$ cat src/rtl/mem_pkg.sv
// ============================================================================
// mem_pkg : shared size codes, FSM encoding and owner ids for mem_arbiter
// Rev 1.0
// ============================================================================
`default_nettype none

package mem_pkg;

  localparam logic [1:0] MEM_BYTE = 2'd0;
  localparam logic [1:0] MEM_HALF = 2'd1;
  localparam logic [1:0] MEM_WORD = 2'd2;

  localparam logic OWNER_IF = 1'b0;
  localparam logic OWNER_LS = 1'b1;

  typedef enum logic [1:0] {
    IDLE = 2'd0,
    BUSY = 2'd1,
    RESP = 2'd2
  } state_t;

  // Size code 3 behaves as a word access.
  function automatic logic [1:0] norm_size(input logic [1:0] sz);
    return (sz == 2'd3) ? MEM_WORD : sz;
  endfunction

  function automatic logic misaligned(input logic [1:0] sz, input logic [1:0] a);
    logic bad;
    bad = 1'b0;
    case (sz)
      MEM_HALF: bad = a[0];
      MEM_WORD: bad = (a != 2'b00);
      default:  bad = 1'b0;
    endcase
    return bad;
  endfunction

endpackage

`default_nettype wire

$ cat src/rtl/mem_arb_pick.sv
// ============================================================================
// mem_arb_pick : 2-input request picker (bit0 = IF, bit1 = LS), one-hot grant
// ARB_ROUND_ROBIN_EN selects rr-pointer tie-break instead of LS priority.
// Rev 1.0
// ============================================================================
`default_nettype none

module mem_arb_pick
  import mem_pkg::*;
(
  input  logic [1:0] req,
  input  logic       rr_ptr,
  output logic [1:0] gnt
);

`ifdef ARB_ROUND_ROBIN_EN
  always_comb begin
    gnt = 2'b00;
    if (req == 2'b11) begin
      gnt = (rr_ptr == OWNER_LS) ? 2'b10 : 2'b01;
    end else begin
      gnt = req;
    end
  end
`else
  logic unused_rr;
  assign unused_rr = rr_ptr;

  always_comb begin
    gnt = 2'b00;
    if (req[1]) begin
      gnt = 2'b10;
    end else if (req[0]) begin
      gnt = 2'b01;
    end
  end
`endif

endmodule

`default_nettype wire

$ cat src/rtl/mem_arbiter.sv
// ============================================================================
// mem_arbiter : shares a single-port RAM between instruction fetch and
// load/store; ARB_ROUND_ROBIN_EN enables alternating tie-break.
// Rev 1.0
// ============================================================================
`default_nettype none

module mem_arbiter
  import mem_pkg::*;
#(
  parameter int AW      = 32,
  parameter int DW      = 32,
  parameter int RAM_LAT = 1
) (
  input  logic          clk,
  input  logic          rst_n,
  input  logic          if_req,
  input  logic [AW-1:0] if_addr,
  output logic          if_gnt,
  output logic          if_rvalid,
  output logic [DW-1:0] if_rdata,
  output logic          if_err,
  input  logic          ls_req,
  input  logic          ls_we,
  input  logic [AW-1:0] ls_addr,
  input  logic [DW-1:0] ls_wdata,
  input  logic [1:0]    ls_mem_sz,
  output logic          ls_gnt,
  output logic          ls_rvalid,
  output logic [DW-1:0] ls_rdata,
  output logic          ls_err,
  output logic [AW-1:0] ram_addr,
  output logic [DW-1:0] ram_data_i,
  output logic [1:0]    ram_mem_sz,
  output logic          ram_we,
  input  logic [DW-1:0] ram_data_o
);

  localparam int CW = (RAM_LAT > 1) ? $clog2(RAM_LAT) : 1;

  state_t        state, state_nxt;
  logic [CW-1:0] lat_cnt;
  logic          owner;
  logic [AW-1:0] addr_q;
  logic [DW-1:0] wdata_q;
  logic [DW-1:0] rdata_q;
  logic [1:0]    sz_q;
  logic          we_q;
  logic          err_q;
  logic          rr_ptr;
  logic [1:0]    pick;
  logic          gnt_any;
  logic          gnt_mis;
  logic          last_busy;

  mem_arb_pick u_pick (
    .req    ({ls_req, if_req}),
    .rr_ptr (rr_ptr),
    .gnt    (pick)
  );

  // Grants are combinational but masked while reset is asserted.
  assign if_gnt    = (state == IDLE) && rst_n && pick[0];
  assign ls_gnt    = (state == IDLE) && rst_n && pick[1];
  assign gnt_any   = if_gnt || ls_gnt;
  assign gnt_mis   = ls_gnt ? misaligned(norm_size(ls_mem_sz), ls_addr[1:0])
                            : misaligned(MEM_WORD, if_addr[1:0]);
  assign last_busy = (lat_cnt == CW'(RAM_LAT - 1));

`ifdef ARB_ROUND_ROBIN_EN
  always_ff @(posedge clk or negedge rst_n) begin
    if (!rst_n) begin
      rr_ptr <= OWNER_IF;
    end else if ((state == IDLE) && if_req && ls_req) begin
      rr_ptr <= ls_gnt ? OWNER_IF : OWNER_LS;
    end
  end
`else
  assign rr_ptr = OWNER_IF;
`endif

  always_ff @(posedge clk or negedge rst_n) begin
    if (!rst_n) begin
      state   <= IDLE;
      lat_cnt <= '0;
      owner   <= OWNER_IF;
      addr_q  <= '0;
      wdata_q <= '0;
      rdata_q <= '0;
      sz_q    <= MEM_BYTE;
      we_q    <= 1'b0;
      err_q   <= 1'b0;
    end else begin
      state <= state_nxt;
      case (state)
        IDLE: begin
          if (gnt_any) begin
            owner   <= ls_gnt ? OWNER_LS : OWNER_IF;
            addr_q  <= ls_gnt ? ls_addr : if_addr;
            wdata_q <= (ls_gnt && ls_we) ? ls_wdata : '0;
            sz_q    <= ls_gnt ? norm_size(ls_mem_sz) : MEM_WORD;
            we_q    <= ls_gnt && ls_we && !gnt_mis;
            err_q   <= gnt_mis;
            rdata_q <= '0;
            lat_cnt <= '0;
          end
        end
        BUSY: begin
          if (last_busy) begin
            rdata_q <= we_q ? '0 : ram_data_o;
            lat_cnt <= '0;
          end else begin
            lat_cnt <= lat_cnt + CW'(1);
          end
        end
        default: ;
      endcase
    end
  end

  always_comb begin
    state_nxt  = state;
    ram_addr   = '0;
    ram_data_i = '0;
    ram_mem_sz = MEM_BYTE;
    ram_we     = 1'b0;
    if_rvalid  = 1'b0;
    if_rdata   = '0;
    if_err     = 1'b0;
    ls_rvalid  = 1'b0;
    ls_rdata   = '0;
    ls_err     = 1'b0;
    case (state)
      IDLE: begin
        if (gnt_any) begin
          state_nxt = gnt_mis ? RESP : BUSY;
        end
      end
      BUSY: begin
        ram_addr   = addr_q;
        ram_data_i = wdata_q;
        ram_mem_sz = sz_q;
        // Write strobe only on the first BUSY cycle so each store lands once.
        ram_we     = we_q && (lat_cnt == '0);
        if (last_busy) begin
          state_nxt = RESP;
        end
      end
      RESP: begin
        state_nxt = IDLE;
        if (owner == OWNER_IF) begin
          if_rvalid = 1'b1;
          if_rdata  = rdata_q;
          if_err    = err_q;
        end else begin
          ls_rvalid = 1'b1;
          ls_rdata  = rdata_q;
          ls_err    = err_q;
        end
      end
      default: state_nxt = IDLE;
    endcase
  end

endmodule

`default_nettype wire

$ cat config.mk
export PLATFORM = sky130hd
export DESIGN_NAME = mem_arbiter
export DESIGN_NICKNAME = d
export VERILOG_FILES = /design/src/rtl/mem_pkg.sv /design/src/rtl/mem_arb_pick.sv /design/src/rtl/mem_arbiter.sv
export SDC_FILE = /design/constraint.sdc
export NUM_CORES = 1
export LEC_CHECK = 0
export BUFFER_PORTS_ARGS = -buffer_cell sky130_fd_sc_hd__clkbuf_2
export CAP_MARGIN = 20
export CORE_ASPECT_RATIO = 0.7
export CORE_MARGIN = 10
export CORE_UTILIZATION = 47
export CTS_BUF_LIST = sky130_fd_sc_hd__clkbuf_4 sky130_fd_sc_hd__clkbuf_8
export CTS_CLUSTER_SIZE = 16
export DETAILED_ROUTE_END_ITERATION = 8
export PLACE_DENSITY = 0.87
export SYNTH_ARGS = -nofsm -noshare
export SYNTH_HDL_FRONTEND = slang
export SYNTH_HIERARCHICAL = 1
export SYNTH_SLANG_ARGS = --single-unit
$ cat constraint.sdc
create_clock -name clk -period 2.4 [get_ports clk]
set_input_delay 0.12 -clock clk [delete_from_list [all_inputs] [get_ports clk]]
set_output_delay 0.12 -clock clk [all_outputs]
set_load 0.005 [all_outputs]
==> results of run 1 <==
[worst paths after layout]
path | startpoint | cells past startpoint | to
max reg2reg | state[0]$_DFFE_PN0P_ | 4 | addr_q[17]$_DFFE_PN0P_
min in group asynchronous | rst_n | 2 | wdata_q[28]$_DFFE_PN0P_
min reg2reg | wdata_q[5]$_DFFE_PN0P_ | 1 | wdata_q[5]$_DFFE_PN0P_
min | ls_mem_sz[0] | 2 | sz_q[0]$_DFFE_PN0P_
max in group asynchronous | rst_n | 4 | addr_q[5]$_DFFE_PN0P_
max | state[0]$_DFFE_PN0P_ | 4 | ram_we
[cells in the final DEF (no fill, tap or decap), drive strengths merged]
master,n
a21o,1
a22o,64
a22oi,1
a32o,2
and2,134
and2b,1
and3,1
and3b,1
buf,11
clkbuf,279
clkinv,1
clkinvlp,1
dfrtp,103
diode,2
dlygate4sd3,65
inv,8
mux2,60
mux2i,2
nand2,2
nor2,1
nor2b,2
nor3,2
nor3b,2
nor4,1
nor4bb,1
o21a,1
o21ai,7
o21ba,1
o21bai,1
o31ai,1
or3b,1
[per-layer routing]
layer / part of all wire [%] / wire length [um]
met4: 2.0 / 352
met3: 10 / 1810
met1: 38 / 6640
met2: 49 / 8580
met5: 0 / 0
[area by class of cell]
type	instances	area, um^2
Clock inverter	7	61.3
Timing Repair Buffer	346	2120
Clock buffer	9	124
Multi-Input combinational cell	290	2340
Tap cell	132	165
Antenna cell	2	5.00
Inverter	3	11.3
Sequential cell	103	2580
Fill cell	736	3070
[power by group through the flow]
stage | clock network, mW | logic (mW) | registers [mW]
after floorplan | 0 | 0.495 | 2.15
after global placement | 0 | 0.742 | 2.20
after detailed placement | 0 | 0.782 | 2.22
after CTS | 1.09 | 0.873 | 2.19
after global routing | 1.16 | 0.960 | 2.23
final | 1.05 | 0.872 | 2.19
[stage by stage]
stage | utilization (%) | power, mW | hold WS, ps
after floorplan | - | 2.65 | -176
after global placement | 62.4 | 2.94 | 27.8
after detailed placement | 62.4 | 3.00 | 37.8
after CTS | 70.4 | 4.15 | 21.0
after global routing | 70.6 | 4.34 | 17.4
final | 70.7 | 4.11 | 53.4
[flip-flops by register name (all words and copies together) (netlist names)]
signal / flops
sz_q: 2
we_q: 1
wdata_q: 32
rdata_q: 32
err_q: 1
owner: 1
addr_q: 32
state: 2
[worst max-delay path, cell delays in order (launching register included)]
cell and delay (ps):
sky130_fd_sc_hd__dfrtp_1 530, sky130_fd_sc_hd__and2b_2 480, sky130_fd_sc_hd__buf_4 410, sky130_fd_sc_hd__and2_1 220, sky130_fd_sc_hd__clkbuf_2 130
[repair_timing]
action | 4_1_cts | 5_1_grt
buffers inserted | 0 | 0
endpoints found under the hold margin | 83 | 0
hold buffers | 65 | 0
==> results.txt, run 1 <==
The number of endpoints with negative hold slack in the final report was 0. After detailed routing, the average wire length per cell comes to 19.5 um. The number of antenna violations at the first check in global routing is 1. The run gives 0 as the post-cts gate resize count. Combinational logic burns 21.2% of the power. CTS built an H-tree with a depth of 3. Based on the critical path, the design can be clocked at up to 444 MHz. From synthesis to final layout, the design area changed by 45.5%. The count of nets left with antenna violations once routing finished came out at 0. The run gives 3.92 nW as the static power due to leakage. Met3 track demand over resource: 9.22%. The logs give 15,500 um^2 for the total die area and 460 ps for the internal reg-to-reg setup slack. The count of buffers added on input and output ports is 271. Of the cells placed in the final design, the portion with a size suffix greater than 1 is 48.2%.

Switching part of the total power: 28.7%. Setup violations remaining at the end of the flow were counted as 0. The flow ran to the end, and the final reports show no timing, DRC or antenna violations. TritonCTS built the clock tree.

The layer carrying the most global-route usage is met2. Internal power comes to 2.93 mW. From left edge to right edge, the die measures 144 um. The worst setup path is launched from a register.

The clock arrives with 8.79 ps of skew. CTS placed an instance of sky130_fd_sc_hd__clkbuf_8 at the clock tree root. The transition at the pin with the smallest max-transition slack was 808 ps; the number of nets in the layout was 888.

The required time reported for the critical path endpoint is 2280 ps. In this run, the number of DRC markers left after iteration 0 of detailed routing was 232. Row generation in the floorplan step produced 31 rows. The minimum period implied by the final worst setup slack came out at 2250 ps. For the worst-case setup slack after placement, the log shows 496 ps. Number of global-route vias before repair: 5,008. Buffers inserted during clock tree synthesis total 9. In the routed design, unresolved DRC markers number 0. The number of optimization iterations in the first detailed-route pass was 4; the number of vias per cell was 5.17. The synthesized netlist net count is 567, and the design area is 7400 um^2. Excluding fillers, the count of instances in the completed layout stands at 892. The later pin in the worst-skew pair is clocked with a latency of 360 ps.

In this run the tightest slew margin relative to its limit is 46.1%. Across the run, the number of max-cap violations was 0. The run gives 2 as the maximum clock insertion buffer count. The final setup TNS is 0 ps. CTS saw 103 sinks. The run gives 0 as the number of max-slew violations in the final report. After layout, the worst setup slack is 149 ps. The final layout contains routed wiring with a total length of 17,400 um. The initial utilization of the core area, before any placement, comes to 48.6%. Once placement finished, the instance area stood at 6530 um^2. The category of the worst setup path capture point is an output pin. The overall routing resource usage came out at 21.8%.

Sequential cells burn 53.3% of the power. For the fraction of power consumed by the clock network, the log shows 25.5%. Detailed routing inserted a total of 4,613 vias. Global routing consumed, on the met2 layer, 37.0% of the routing resources. The logs give 27,200 um for the first-pass GRT wire length and 12,300 um for the detailed placement HPWL. The instance count of the mapped netlist was 432. Clock-pin slew was measured on the worst setup and hold paths at 110 ps. Global routing consumed, on the met1 layer, 24.3% of the routing resources.

Path type of the worst setup path: reg2out. Power spread over the standard cell area amounts to 556 nW/um^2. For this design the top-level I/O count stands at 272.

Across the VDD grid, the largest voltage drop is 0.427 mV. The overflow left after global routing is 0. The path type of the worst min-delay path was in2reg. After layout, the worst path uses 93.8% of the clock period.

The number of warnings issued by yosys is 6. Entering global routing, the biggest net connects 85 pins. Dividing the synthesized area by the synthesized cell count gives 11.8 um^2. Data on the critical path arrives at its endpoint at 2130 ps. The die is 107 um tall. Setup repair after global routing left no endpoint under its margin.

The net switching power came out at 1.18 mW. The tools report the area inside the core boundary as 10,500 um^2. Routability-driven placement finished with a final weighted congestion of 0.805. The number of instances in the placed design was 808; the area of the mapped netlist was 5090 um^2. Of all nets on the critical path, the largest fanout is 44.
No activity file was read; power rests on OpenSTA's default activity.
==> run 2, diff against run 1 <==
--- a/config.mk
+++ b/config.mk
@@ -5,11 +5,12 @@
 export SDC_FILE = /design/constraint.sdc
 export NUM_CORES = 1
 export LEC_CHECK = 0
+export ABC_AREA = 1
 export BUFFER_PORTS_ARGS = -buffer_cell sky130_fd_sc_hd__clkbuf_2
 export CAP_MARGIN = 20
 export CORE_ASPECT_RATIO = 0.7
 export CORE_MARGIN = 10
-export CORE_UTILIZATION = 47
+export CORE_UTILIZATION = 48
 export CTS_BUF_LIST = sky130_fd_sc_hd__clkbuf_4 sky130_fd_sc_hd__clkbuf_8
 export CTS_CLUSTER_SIZE = 16
 export DETAILED_ROUTE_END_ITERATION = 8
==> run 2 against run 1 <==
  * Maximum frequency increased by 17%
  * Largest cell class unchanged
  * Hold slack improved by 10 ps
  * Critical path depth increased by 1
  * Area after synthesis increased by 9.2%
  * Clock power about the same
  * Critical path type unchanged
  * Core utilization increased by 0.18 points
==> results.txt, run 2 <==
The flow ran to the end, and the final reports show no timing, DRC or antenna violations. The H-tree generated during clock tree synthesis spans 3 levels. In this run the worst path has a maximum fanout of 35.

The tools report the cell at the root of the clock tree as sky130_fd_sc_hd__clkbuf_8. Timing analysis after detailed placement gives a worst setup slack of 740 ps. After synthesis, the mean cell area works out to 6.77 um^2. The worst setup path is launched from a register. The largest registers in the layout are addr_q (32), rdata_q (32), wdata_q (32). The overall routed net length was 19,900 um. The layout has 905 filler cells.

The tools report the number of endpoints with negative hold slack in the final report as 0. The routed layout has 6,226 vias. Power spread over the standard cell area amounts to 560 nW/um^2. The first detailed-routing pass ran for 8 iterations. The transition at the pin with the smallest max-transition slack works out to 622 ps. The number of max-slew violations in the final report is 0, and the post-synthesis to final-layout area growth is 42.4%.

The Yosys step of the flow raised 6 warnings. In the final timing run, aggregate negative setup slack is 0 ps. After clock tree synthesis, the flow added hold-fix buffers numbering 66.

The setup violation total in the final timing report was 0. The first routing iteration left 385 violations. The tools report the first-pass GRT wire length as 31,900 um. The maximum number of pins on one net before global-route repair was 85. For the instance count of the mapped netlist, the log shows 821. After clock tree synthesis, the clock-pin slew on the worst setup and hold paths is 100 ps.

The final layout contains 1,267 nets. The number of standard-cell rows in the floorplan was 32. For the worst setup path, the data required time is 2280 ps.

The overall power of the completed layout is 4.43 mW, and the number of instances in the placed design is 1,208. At the end of routability-driven placement, the weighted congestion stood at 0.897. The run gives 0 as the number of DRC violations after detailed routing.

IR analysis of the VDD net gives a maximum drop of 0.289 mV. Synthesis produced a netlist with a net count of 956. Post-CTS repair changed the size of 0 cells.

The number of setup buffers added after CTS is 0. The worst setup path is captured at an output pin. The tools report the number of global-route vias before repair as 6,424.

Dividing the final minimum period by the clock period gives 79.9%. Overflow left after global routing: 0. Data on the critical path arrives at its endpoint at 1800 ps. Width of the chip: 149 um.

For this design, the sink count on the clock tree is 103. Across the run, the number of max-cap violations was 0. The run gives 63.4 ps as the worst hold margin. Summing all non-filler instances in the final layout gives an area of 7910 um^2. The longest clock path from root to sink contains 2 buffers. Measured along the y axis, the die boundary spans 110 um.

In this run the worst hold path is classified as in2reg. The synthesized netlist occupies a cell area of 5560 um^2. The normalized max-slew margin was 58.5%; the average routed wire per standard cell was 15.4 um. TritonCTS built the clock tree. For the area inside the core boundary, the log shows 11,200 um^2.

For the final database, setup skew stands at 12.0 ps. Number of nets with antenna violations after routing: 0. TritonCTS created 9 clock buffers.

Setup repair after global routing left no endpoint under its margin. The path type of the worst setup path was reg2out. Global routing consumed, over all layers together, 24.1% of the routing resources.

The logs give 70.8% for the core occupancy in the finished layout and 360 ps for the clock latency on the worst-skew pair. The setup slack of the critical path after layout came out at 481 ps. Input and output buffers added on the ports amount to 271. Number of antenna violations at the first check in global routing: 2. In this run the static leakage power is 4.66 nW. The detailed placement HPWL was 13,900 um; the layout cell share with drive strength beyond 1 was 27.4%. In the routed layout, each cell is associated on average with a via count of 4.82.

The tools report the fmax as 521 MHz. In this run the cell area measured after placement is 7060 um^2. The die covers 16,300 um^2. The minimum period implied by the final worst setup slack is 1920 ps.

The most common library cell in the layout ignoring fill and taps is sky130_fd_sc_hd__clkbuf_2. The run gives 1,291 as the non-filler instance count after layout. In the layout the commonest cells are sky130_fd_sc_hd__clkbuf_2, sky130_fd_sc_hd__nand2_1, sky130_fd_sc_hd__inv_1.

Once the floorplan was initialized, standard cells occupied 49.7% of the core. For this design the top-level I/O count stands at 272.
==> run 2: worst max-delay path: stages (launching register included) <==
cell                       delay (ps)
sky130_fd_sc_hd__dfrtp_1          430
sky130_fd_sc_hd__inv_1            140
sky130_fd_sc_hd__nand2_4          250
sky130_fd_sc_hd__buf_4            320
sky130_fd_sc_hd__nor2_1           140
sky130_fd_sc_hd__clkbuf_2         150
==> run 2: worst paths after layout <==
path                                        from                       to  slack, ps  depth (start not counted)
min                                  if_addr[27]   addr_q[27]$_DFFE_PN0P_         60                          5
max                         state[1]$_DFFE_PN0P_           ram_data_i[13]        480                          5
min in group asynchronous                  rst_n     state[1]$_DFFE_PN0P_        480                          3
max reg2reg                 state[0]$_DFFE_PN0P_  wdata_q[21]$_DFFE_PN0P_        670                          6
min reg2reg                addr_q[6]$_DFFE_PN0P_    addr_q[6]$_DFFE_PN0P_        490                          2
max in group asynchronous                  rst_n  rdata_q[26]$_DFFE_PN0P_       1380                          3
==> run 2: cell type report <==
cell class / count / area [um^2] / share of cell area, %
antenna: 1 / 2.50 / 0.0316
clock buffer: 10 / 131 / 1.66
clock inverter: 6 / 61.3 / 0.775
inverter: 175 / 657 / 8.30
multi-input combinational: 490 / 2110 / 26.7
sequential: 103 / 2580 / 32.6
tap: 153 / 191 / 2.42
timing repair buffer: 353 / 2180 / 27.6
==> run 2: layer usage <==
layer | track usage, % | part of all wire [%] | routed length (um)
met4 | 10.4 | 3.4 | 686
met2 | 40.5 | 47 | 9440
met1 | 28.6 | 39 | 7840
met3 | 7.04 | 9.7 | 1930
met5 | 0 | 0.065 | 13
==> run 2: where the power goes <==
part	internal (mW)	leakage [nW]	switching, mW
Clock	0.491	0.0994	0.582
Sequential	2.05	1.34	0.164
Combinational	0.455	3.23	0.695
==> run 3, diff against run 2 <==
==> constraint.sdc (replaced) <==
create_clock -name clk -period 2 [get_ports clk]
set_input_delay 0.1 -clock clk [delete_from_list [all_inputs] [get_ports clk]]
set_output_delay 0.1 -clock clk [all_outputs]
set_load 0.005 [all_outputs]
==> run 3 against run 2 <==
  * Worst setup slack lost 340 ps
  * First-iteration DRC count rose by 2.9%
  * Hold slack worse by 31 ps
  * Critical path depth unchanged
  * Wire length up 1.7%
  * Global-route usage rose by 0.23 points
  * Clock power rose by 21%
  * Sequential cell count unchanged
  * Largest cell class unchanged
  * Highest routed layer is now met4
==> results.txt, run 3 (same netlist as run 2, synthesis figures left out) <==
The run finished with clean final reports. Timing would allow up to 539 MHz. The highest-delay cell along the critical path is sky130_fd_sc_hd__dfrtp_1. The clock reaches the later pin of the worst-skew pair after 360 ps.

The worst pin sits at a relative slew slack of 66.6%. The static power due to leakage was 4.70 nW. Routability-driven placement finished with a final weighted congestion of 0.844. Once placement completed, the tool counted placed cells totaling 1,211. The clock tree synthesis step divided the H-tree into 3 levels.

The maximum fanout encountered on the critical timing path was 33. Overflow left after global routing: 0. The worst hold path was traced through 5 stages.

Setup slack on the worst reg-to-reg path comes out at 250 ps. In the final layout, the share of cells above drive strength 1 is 27.5%. For the final clock skew, the log shows 11.8 ps. The endpoint with the worst hold slack is addr_q[25]$_DFFE_PN0P_.

The run gives 103 as the number of sinks on the clock net. The number of max-slew violations in the final report came out at 0. For the setup violation total in the final timing report, the log shows 0. The number of vias per cell was 4.89; the number of antenna violations at the first check in global routing was 1. Across all hold checks on the routed design, the worst slack comes to 32.2 ps. The reg-to-reg critical path endpoint is err_q$_DFFE_PN0P_. The run gives 5.35 mW as the overall power of the completed layout. The run gives 0 as the number of buffers inserted to repair setup after CTS. The setup slack of the critical path after layout was 145 ps; the design area was 7970 um^2. The critical path goes through nor2_4 > buf_6 > nand2_1 > nor2_1 > clkbuf_2. The launch instance of the worst register-to-register path was state[0]$_DFFE_PN0P_. The kind of cell with the highest combined delay along the critical path is flip-flops.

Port buffering added 271 buffers. The tree is rooted in a sky130_fd_sc_hd__clkbuf_8. The top-level port count was 272; the worst-case setup slack after placement was 279 ps. For this block, the initial DRC count from the detailed router was 396. Setup repair after global routing left no endpoint under its margin.

For this run, the share of the core covered by cells in the final layout is 71.3%. The tightest min-delay check is of the in2reg type. The first TritonRoute pass finished after 5 iterations. After detailed routing, the total wire length is 20,300 um.

The depth of the worst register-to-register path was 6. The max-capacitance violation count was 0. The number of global-route vias before repair is 6,453. STA classifies the critical path startpoint as a register. After the flow finishes, the layout carries non-filler instances totaling 1,297. The final worst-path cycle share was 92.7%; the buffers plus inverters on the worst setup path was 2. Global routing consumed, over all layers together, 24.3% of the routing resources. The first global-routing pass estimated 32,200 um of wire. The count of nets left with antenna violations once routing finished came out at 0. The library cells used most frequently in the layout, excluding fill and tap cells, are sky130_fd_sc_hd__clkbuf_2, sky130_fd_sc_hd__nand2_1, sky130_fd_sc_hd__inv_1.

The library cell used most frequently in the layout, excluding fill and tap cells, is sky130_fd_sc_hd__clkbuf_2. For this run, design rule violations remaining after detail routing come to 0. For the pin with the worst max-slew slack, the measured transition is 501 ps. Summing all placed instances gives a cell area of 7090 um^2. In this run the power density over the cells is 671 nW/um^2.

The post-synthesis to final-layout area growth is 43.4%, and the number of vias in the routed layout is 6,344. The worst-case IR drop observed on VDD is 0.315 mV. The area inside the core boundary is 11,200 um^2, and the data arrival time of the worst path is 1750 ps. The worst setup path is captured at an output pin.

Setup total negative slack on the finished layout was measured at 0 ps. The logs give 32 for the number of standard-cell rows in the floorplan and 1,271 for the number of nets in the layout. The largest single stage delay on the critical path is 460 ps.

The largest registers in the layout are addr_q (32), rdata_q (32), wdata_q (32). The width of the chip works out to 149 um. The path type of the worst setup path was reg2out.

Maximum clock insertion buffer count: 2. Data on the critical path is required at its endpoint by 1900 ps. The die is 110 um tall. The worst hold path begins at if_addr[25]. The logs give 9 for the number of buffers added by the clock tree synthesis step and 49.7% for the starting utilization of the core area. Entering global routing, the biggest net connects 63 pins. The number of endpoints with negative hold slack in the final report came out at 0.

Dividing the detail-routed wire length by the instance count gives 15.6 um. TritonCTS built the clock tree. The run gives 14,000 um as the detailed placement HPWL. The tools report the total die area as 16,300 um^2. After clock tree synthesis, the clock-pin slew on the worst setup and hold paths is 100 ps.

The clock period could shrink to 1850 ps.
-- run 3: layer usage --
layer	part of all wire (%)	wire, um	global-route usage (%)	up-vias
li1	-	-	-	3057
met1	38	7660	28.2	2872
met2	48	9820	41.4	361
met3	10	2070	7.25	54
met4	3.4	696	11.1	0
met5	0	0	0	-
-- run 3: cell type report --
| class | instances | area [um^2] |
|---|---|---|
| Timing Repair Buffer | 357 | 2230 |
| Clock inverter | 7 | 71.3 |
| Clock buffer | 9 | 124 |
| Fill cell | 904 | 3200 |
| Tap cell | 153 | 191 |
| Antenna cell | 3 | 7.51 |
| Inverter | 175 | 657 |
| Sequential cell | 103 | 2580 |
| Multi-Input combinational cell | 490 | 2110 |
-- run 3: repair_timing --
| action | CTS | global route |
|---|---|---|
| hold endpoints to repair | 148 | 0 |
| resized for setup | 0 | 1 |
| hold buffers | 67 | 0 |
| endpoints found under the setup margin | 0 | 1 |
-- run 3: worst register-to-register path, stage by stage, from the launching register on --
cell	delay [ps]
sky130_fd_sc_hd__dfrtp_1	460
sky130_fd_sc_hd__nor2_4	190
sky130_fd_sc_hd__nand3_2	200
sky130_fd_sc_hd__nand2_2	400
sky130_fd_sc_hd__buf_12	240
sky130_fd_sc_hd__nand3_1	110
sky130_fd_sc_hd__nand2_1	80
-- run 3: worst max path at each step --
stage | slack [ps] | endpoint | startpoint | cells after the start
floorplan | 690 | we_q$_DFFE_PN0P_ | state[1]$_DFFE_PN0P_ | 7
global placement | 340 | err_q$_DFFE_PN0P_ | state[0]$_DFFE_PN0P_ | 6
detailed placement | 280 | err_q$_DFFE_PN0P_ | state[0]$_DFFE_PN0P_ | 6
CTS | 60 | ls_gnt | state[0]$_DFFE_PN0P_ | 5
global route | 30 | ls_gnt | state[0]$_DFFE_PN0P_ | 5
finish | 150 | ls_gnt | state[0]$_DFFE_PN0P_ | 5
-- run 3: where the power goes --
part	leakage, nW	internal, mW	switching (mW)
sequential	1.34	2.46	0.196
combinational	3.26	0.558	0.841
clock	0.104	0.584	0.713
